===== src/rtl/dmem_arb_pkg.sv =====
// Shared types and helpers for the Data_Memory arbiter.
//   arb_state_e : arbiter FSM states (idle, port 0 owns memory, port 1 owns memory)
//   GNT_*       : one-hot grant encodings driven on grant_o
//   pick_port1  : winner selection for a request cycle in idle
package dmem_arb_pkg;

  typedef enum logic [1:0] {
    StIdle  = 2'd0,
    StBusy0 = 2'd1,
    StBusy1 = 2'd2
  } arb_state_e;

  localparam logic [1:0] GNT_NONE = 2'b00;
  localparam logic [1:0] GNT0     = 2'b01;
  localparam logic [1:0] GNT1     = 2'b10;

  // Returns 1 when port 1 should win. On contention, round-robin hands the line
  // to whichever port did not win last; fixed priority always favours port 1.
  function automatic logic pick_port1(input logic en0,
                                      input logic en1,
                                      input logic round_robin,
                                      input logic last_port1);
    logic win1;
    if (en0 && en1) begin
      win1 = round_robin ? ~last_port1 : 1'b1;
    end else begin
      win1 = en1;
    end
    return win1;
  endfunction

endpackage


===== src/rtl/dmem_arb_watchdog.sv =====
// Watchdog for the Data_Memory arbiter: counts busy cycles that pass without an
// ack and raises a sticky error once the count reaches TIMEOUT.
//   clk_i   : clock
//   rst_i   : asynchronous active-low reset
//   busy_i  : arbiter currently owns the memory port
//   ack_i   : memory acknowledged this cycle
//   clear_i : a new transaction is starting; restart the count
//   err_o   : sticky timeout flag, cleared only by reset
// TIMEOUT = 0 removes the counter and ties err_o low.
module dmem_arb_watchdog #(
  parameter int unsigned TIMEOUT = 64
) (
  input  logic clk_i,
  input  logic rst_i,
  input  logic busy_i,
  input  logic ack_i,
  input  logic clear_i,
  output logic err_o
);

  if (TIMEOUT == 0) begin : g_disabled

    logic unused_wd;
    assign unused_wd = ^{clk_i, rst_i, busy_i, ack_i, clear_i};
    assign err_o     = 1'b0;

  end else begin : g_enabled

    localparam int unsigned CntW = $clog2(TIMEOUT + 1);
    localparam logic [CntW-1:0] CntMax = CntW'(TIMEOUT);

    logic [CntW-1:0] cnt_q, cnt_d;
    logic            err_q, err_d;

    always_comb begin
      cnt_d = cnt_q;
      if (clear_i) begin
        cnt_d = '0;
      end else if (busy_i && !ack_i && (cnt_q != CntMax)) begin
        cnt_d = cnt_q + 1'b1;
      end
      // Raise on the same edge the count lands on TIMEOUT.
      err_d = err_q | (cnt_d == CntMax);
    end

    always_ff @(posedge clk_i or negedge rst_i) begin
      if (!rst_i) begin
        cnt_q <= '0;
        err_q <= 1'b0;
      end else begin
        cnt_q <= cnt_d;
        err_q <= err_d;
      end
    end

    assign err_o = err_q;

  end

endmodule


===== src/rtl/dmem_arbiter.sv =====
// Two-port arbiter in front of the single line-wide Data_Memory port.
// Port 0 is the instruction-cache refill path, port 1 the dcache refill /
// write-back path. One requester owns the memory from grant until mem_ack_i;
// the request is latched at grant so the requester may change its inputs
// while the transaction runs.
//   clk_i, rst_i                 : clock, asynchronous active-low reset
//   reqN_enable_i/_write_i       : request strobe (held until ack) and direction
//   reqN_addr_i/_data_i          : line address and write line
//   reqN_ack_o/_data_o           : completion pulse and read line (granted port only)
//   mem_enable_o/_write_o/_addr_o/_data_o : registered request to Data_Memory
//   mem_ack_i/_data_i            : Data_Memory completion and read line
//   grant_o                      : one-hot current owner, 00 when idle
//   err_o                        : sticky watchdog timeout
module dmem_arbiter
  import dmem_arb_pkg::*;
#(
  parameter int unsigned ADDR_W      = 32,
  parameter int unsigned DATA_W      = 256,
  parameter int unsigned ROUND_ROBIN = 1,
  parameter int unsigned TIMEOUT     = 64
) (
  input  logic              clk_i,
  input  logic              rst_i,

  input  logic              req0_enable_i,
  input  logic              req0_write_i,
  input  logic [ADDR_W-1:0] req0_addr_i,
  input  logic [DATA_W-1:0] req0_data_i,
  output logic              req0_ack_o,
  output logic [DATA_W-1:0] req0_data_o,

  input  logic              req1_enable_i,
  input  logic              req1_write_i,
  input  logic [ADDR_W-1:0] req1_addr_i,
  input  logic [DATA_W-1:0] req1_data_i,
  output logic              req1_ack_o,
  output logic [DATA_W-1:0] req1_data_o,

  output logic              mem_enable_o,
  output logic              mem_write_o,
  output logic [ADDR_W-1:0] mem_addr_o,
  output logic [DATA_W-1:0] mem_data_o,
  input  logic              mem_ack_i,
  input  logic [DATA_W-1:0] mem_data_i,

  output logic [1:0]        grant_o,
  output logic              err_o
);

  localparam logic RrEn = (ROUND_ROBIN != 0);

  arb_state_e state_q, state_d;

  logic              last_port1_q, last_port1_d;
  logic              mem_write_q;
  logic [ADDR_W-1:0] mem_addr_q;
  logic [DATA_W-1:0] mem_data_q;

  logic win1;
  logic load;

  // ---------------------------------------------------------------------------
  // Next-state and arbitration
  // ---------------------------------------------------------------------------
  always_comb begin
    state_d      = state_q;
    last_port1_d = last_port1_q;
    load         = 1'b0;
    win1         = pick_port1(req0_enable_i, req1_enable_i, RrEn, last_port1_q);

    unique case (state_q)
      StIdle: begin
        // Requests are only looked at here; returning through idle after every
        // ack guarantees memory sees enable low for at least one cycle.
        if (req0_enable_i || req1_enable_i) begin
          load         = 1'b1;
          last_port1_d = win1;
          state_d      = win1 ? StBusy1 : StBusy0;
        end
      end
      StBusy0, StBusy1: begin
        if (mem_ack_i) begin
          state_d = StIdle;
        end
      end
      default: state_d = StIdle;
    endcase
  end

  // ---------------------------------------------------------------------------
  // State and latched request
  // ---------------------------------------------------------------------------
  always_ff @(posedge clk_i or negedge rst_i) begin
    if (!rst_i) begin
      state_q      <= StIdle;
      last_port1_q <= 1'b1;  // port 0 wins the first round-robin tie
    end else begin
      state_q      <= state_d;
      last_port1_q <= last_port1_d;
    end
  end

  always_ff @(posedge clk_i or negedge rst_i) begin
    if (!rst_i) begin
      mem_write_q <= 1'b0;
      mem_addr_q  <= '0;
      mem_data_q  <= '0;
    end else if (load) begin
      mem_write_q <= win1 ? req1_write_i : req0_write_i;
      mem_addr_q  <= win1 ? req1_addr_i  : req0_addr_i;
      mem_data_q  <= win1 ? req1_data_i  : req0_data_i;
    end
  end

  // ---------------------------------------------------------------------------
  // Outputs
  // ---------------------------------------------------------------------------
  always_comb begin
    mem_enable_o = 1'b0;
    grant_o      = GNT_NONE;
    req0_ack_o   = 1'b0;
    req1_ack_o   = 1'b0;
    req0_data_o  = '0;
    req1_data_o  = '0;

    unique case (state_q)
      StBusy0: begin
        mem_enable_o = 1'b1;
        grant_o      = GNT0;
        req0_ack_o   = mem_ack_i;
        req0_data_o  = mem_data_i;
      end
      StBusy1: begin
        mem_enable_o = 1'b1;
        grant_o      = GNT1;
        req1_ack_o   = mem_ack_i;
        req1_data_o  = mem_data_i;
      end
      default: ;
    endcase
  end

  assign mem_write_o = mem_write_q;
  assign mem_addr_o  = mem_addr_q;
  assign mem_data_o  = mem_data_q;

  // ---------------------------------------------------------------------------
  // Watchdog
  // ---------------------------------------------------------------------------
  dmem_arb_watchdog #(
    .TIMEOUT (TIMEOUT)
  ) u_watchdog (
    .clk_i   (clk_i),
    .rst_i   (rst_i),
    .busy_i  (state_q != StIdle),
    .ack_i   (mem_ack_i),
    .clear_i (load),
    .err_o   (err_o)
  );

endmodule


===== config.mk =====
export PLATFORM = sky130hd
export DESIGN_NAME = dmem_arbiter
export DESIGN_NICKNAME = d
export VERILOG_FILES = /design/src/rtl/dmem_arb_pkg.sv /design/src/rtl/dmem_arb_watchdog.sv /design/src/rtl/dmem_arbiter.sv
export SDC_FILE = /design/constraint.sdc
export NUM_CORES = 1
export LEC_CHECK = 0
export CAP_MARGIN = 20
export CORE_AREA = 2 2 648 650
export CTS_CLUSTER_DIAMETER = 150
export DETAILED_ROUTE_END_ITERATION = 16
export DIE_AREA = 0 0 650 652
export HOLD_SLACK_MARGIN = 0.03
export PLACE_DENSITY = 0.3
export SLEW_MARGIN = 10
export SYNTH_ARGS = -nofsm -noshare
export SYNTH_HDL_FRONTEND = slang
export SYNTH_SLANG_ARGS = --single-unit

===== constraint.sdc =====
create_clock -name clk_i -period 3.3 [get_ports clk_i]
set_input_delay 0.66 -clock clk_i [delete_from_list [all_inputs] [get_ports clk_i]]
set_output_delay 0.66 -clock clk_i [all_outputs]
set_load 0.03 [all_outputs]

==> results_dict.tcl <==
set metrics [dict create \
    first_pass_iters 5 \
    rsz0062_at_grt "no" \
    synthTopCellsByArea "dfrtp_1 (43%), and2_1 (19%), mux2i_1 (17%)" \
    power.density_mw_per_mm2 823 \
    synth-adder-area-share_pct 0.506 \
    reg2reg_to "mem_addr_o[27]" \
    setup_slack_ns 0.0958 \
    clk_pin_slew_ns 0.05 \
    cts_tree "yes" \
    area_growth_pct 157 \
    wire_per_inst_um 33.7 \
    cp.arrival_ns 2.54 \
    start_kind "flop" \
    fin_crit_sh_pct 97.1 \
    drive_above_1_share_pct 18.2 \
    grt_pass1_wl_um 361000 \
    whs_endpoint "mem_data_o[82]" \
    drt-total-wl_um 309000 \
    drc 0 \
    die-height_um 652 \
    finalHoldViolCount 0 \
    crit_buf_inv 4 \
    dp_hpwl_um 282000 \
    ant_nets 0 \
    cts_max_level 2 \
    place_area_sq_mm 0.0423 \
    synth.top_cell.area_share_pct 43.2 \
    ys_seq_area_share_pct 43.4 \
    first_global_vias 22563 \
    grt_max_degree 113 \
    rr_worst_depth 6 \
    cts_made_buffers 48 \
    fin_crit_ns 3.20 \
    path_max_fanout 13 \
    ys_warn_count 0 \
    crit_type "flop to primary output" \
    dpl_worst_slack_ns -0.0729 \
    clock-sinks 300 \
    drv_slew 0 \
    hold_slack_ns 0.482 \
    vdd_drop_max_mv 0.369 \
    crit_chain "inv_2 > ha_4 > buf_12 > buf_4 > and2_1 > buf_4" \
    core-area_sq_mm 0.416 \
    worstHoldStart "mem_data_o[82]" \
    gp_congestion 0.946 \
    synth_top_family_by_area "simple AND/OR/NAND/NOR gates" \
    fmax_mhz 312 \
    synth-simple-area-share_pct 25.8 \
    ioPinCount 1646 \
    max_stage_delay_ns 0.46 \
    crit_required_ns 2.64 \
    yosysUniqueCellTypes 40 \
    synth_xor_area_share_pct 0.253 \
    synth-compound-area-share_pct 9.20 \
    status "completed" \
    cp_slowest_cell "dfrtp_2" \
    hold_path.class "flop to flop" \
    track_usage_pct 14.1 \
    max_cap_viol_count 0 \
    finalSetupViolations 0 \
    cts-root-buf "clkbuf_16" \
    syn_area_sq_mm 0.0173 \
    via_per_inst 2.46 \
    dieWidth_um 650 \
    dieArea_sq_mm 0.424 \
    critPathTopFamily "buffers and inverters" \
    vias 22530 \
    overflow 0 \
    nFillCells 48002 \
    muxShareOfSynthArea_pct 16.6 \
    design_area_sq_mm 0.0445 \
    io_buffers 1645 \
    synth_seq_cells 300 \
    synthCells 1899 \
    rrSetupSlack_ns 0.92 \
    timing.rr.start "state_q[0]" \
    relSlewSlack_pct 41.1 \
    skew_ns 0.0326 \
    avgSynthCellArea_sq_um 9.11 \
    start_util_pct 4.16 \
    antenna_found_initial 331 \
    worst_slew_pin_slew_ns 0.883 \
    rows 237 \
    yosysTopAreaCell "dfrtp_1" \
    layout.nets 4408 \
    insertion_delay_ns 0.69 \
    drt_iter0_drc 1120 \
    worst_path_most_repeated_cell "buf_4" \
    end_kind "primary output" \
    worstHoldPathCells 2 \
    ctsLongestPathBuffers 3 \
    leakagePower_nw 17.2 \
    syn_nets 2745 \
]
-- cells in the mapped netlist --
cell and number:
a21oi_1 5, xor2_1 3, o21a_1 1, a221o_1 4
a311oi_2 1, buf_1 2, dfrtp_1 299, o41ai_1 1
nor4b_1 1, a41o_1 1, nand4bb_1 1, nand2_1 291
buf_6 12, o21ai_2 1, nand2b_1 2, xnor2_1 2
nor4_1 2, a211o_1 1, nor2b_1 2, nand3_1 1
or2_2 2, or3b_1 1, a22o_1 1, o21ai_1 286
nor2_1 9, a31oi_1 1, nor3_1 2, and3_1 4
buf_2 20, mux2i_1 287, inv_1 6, dfstp_2 1
o22ai_1 1, or3_1 1, ha_1 7, a211oi_1 1
buf_4 4, clkbuf_1 116, and2_1 515, a22oi_1 1
-- where the power goes --
| group | switching (W) | total [W] | internal, W | leakage (nW) |
|---|---|---|---|---|
| Clock | 0.00222 | 0.00527 | 0.00304 | 0.754 |
| Sequential | 0.00105 | 0.00653 | 0.00548 | 3.68 |
| Combinational | 0.0153 | 0.0248 | 0.00956 | 12.7 |
| Total | 0.0185 | 0.0366 | 0.0181 | 17.2 |
-- metrics by stage --
stage / total power, W / setup TNS [ns] / instances / utilization [%]
finish: 0.0366 / 0 / 9161 / 10.7
CTS: 0.0377 / -0.0330 / 9094 / 10.7
global placement: 0.0314 / -0.0569 / 8981 / 10.2
floorplan: 0.0174 / 0 / 1899 / -
global route: 0.0385 / 0 / 9123 / 10.7
detailed placement: 0.0314 / -0.0729 / 8981 / 10.2
-- layout make-up --
| cell class | count | area (sq um) | area share, % |
|---|---|---|---|
| Clock inverter | 10 | 120 | 0.270 |
| Timing Repair Buffer | 1767 | 19200 | 43.2 |
| Clock buffer | 75 | 1430 | 3.22 |
| Sequential cell | 300 | 7510 | 16.9 |
| Multi-Input combinational cell | 1439 | 9160 | 20.6 |
| Tap cell | 5497 | 6880 | 15.5 |
| Antenna cell | 67 | 168 | 0.377 |
| Inverter | 6 | 22.5 | 0.0506 |
-- worst reg2reg max path: cells and delay by family, from the launching register on --
kind / cells / cell delay, ns
DFF: 1 / 0.46
buffers and inverters: 2 / 0.31
AOI/OAI and AO/OA: 2 / 0.43
and+or+nand+nor: 1 / 0.69
adders and majority gates: 1 / 0.42
-- cells in the final DEF, fill, tap and decap left out, types with 3 or more instances in the layout --
master           instances
buf_8                    3
nand2_1                291
ha_1                     5
clkbuf_8                11
a221o_1                  4
buf_12                 205
and2_2                  20
dfrtp_1                298
xor2_1                   3
buf_6                   23
mux2i_1                287
o21ai_1                286
buf_16                   8
clkbuf_2                19
dlymetal6s2s_1           3
dlygate4sd2_1           66
a21oi_1                  5
clkdlybuf4s15_2          4
and2_1                 482
clkdlybuf4s50_1       1137
inv_1                    4
clkbuf_1                15
diode_2                 67
and3_1                   4
and2_4                  13
buf_4                  272
clkbuf_16               49
clkdlybuf4s15_1         20
bufbuf_16                6
nor2_1                   9
clkinv_2                 4
-- flip-flops by register name, indices dropped and copies added, names as in the netlist --
signal / flops
u_watchdog.g_enabled.cnt_q: 7
mem_addr_o: 32
last_port1_q: 1
mem_data_o: 256
u_watchdog.err_o: 1
mem_write_o: 1
state_q: 2
-- repair_timing --
action,4_1_cts,5_1_grt
hold buffers,1,0
setup endpoints to repair,428,44
resized for setup,194,60
pin swaps,1,0
cloned,8,0
hold endpoints to repair,42,0
setup buffers,19,0
-- routing by layer --
metal | up-vias | share of wire, % | routed length (um) | global-route usage, %
met3 | 634 | 11 | 34400 | 7.38
met2 | 1483 | 51 | 157000 | 26.0
met5 | - | 0.28 | 875 | 0
met4 | 134 | 3.3 | 10100 | 2.89
li1 | 9695 | - | - | -
met1 | 10584 | 35 | 107000 | 13.9
-- logic make-up after synthesis --
kind of cell | count (synthesis)
muxes | 287
AOI/OAI and AO/OA | 306
buffers and inverters | 160
and+or+nand+nor | 834
adders and majority gates | 7
DFF | 300
xor gates and xnor gates | 5
-- worst max-delay path by stage --
stage                         startpoint          endpoint  slack (ns)  cells past startpoint
after floorplan               state_q[0]  req1_data_o[100]        1.14                      5
after global placement    mem_data_i[75]   req0_data_o[75]       -0.06                      3
after detailed placement  mem_data_i[75]   req0_data_o[75]       -0.07                      3
after CTS                     state_q[0]   req1_data_o[75]       -0.03                      7
after global routing          state_q[1]  req0_data_o[167]     0.00005                      7
final                         state_q[0]  req1_data_o[244]         0.1                      6
No activity file was read; power rests on OpenSTA's default activity.
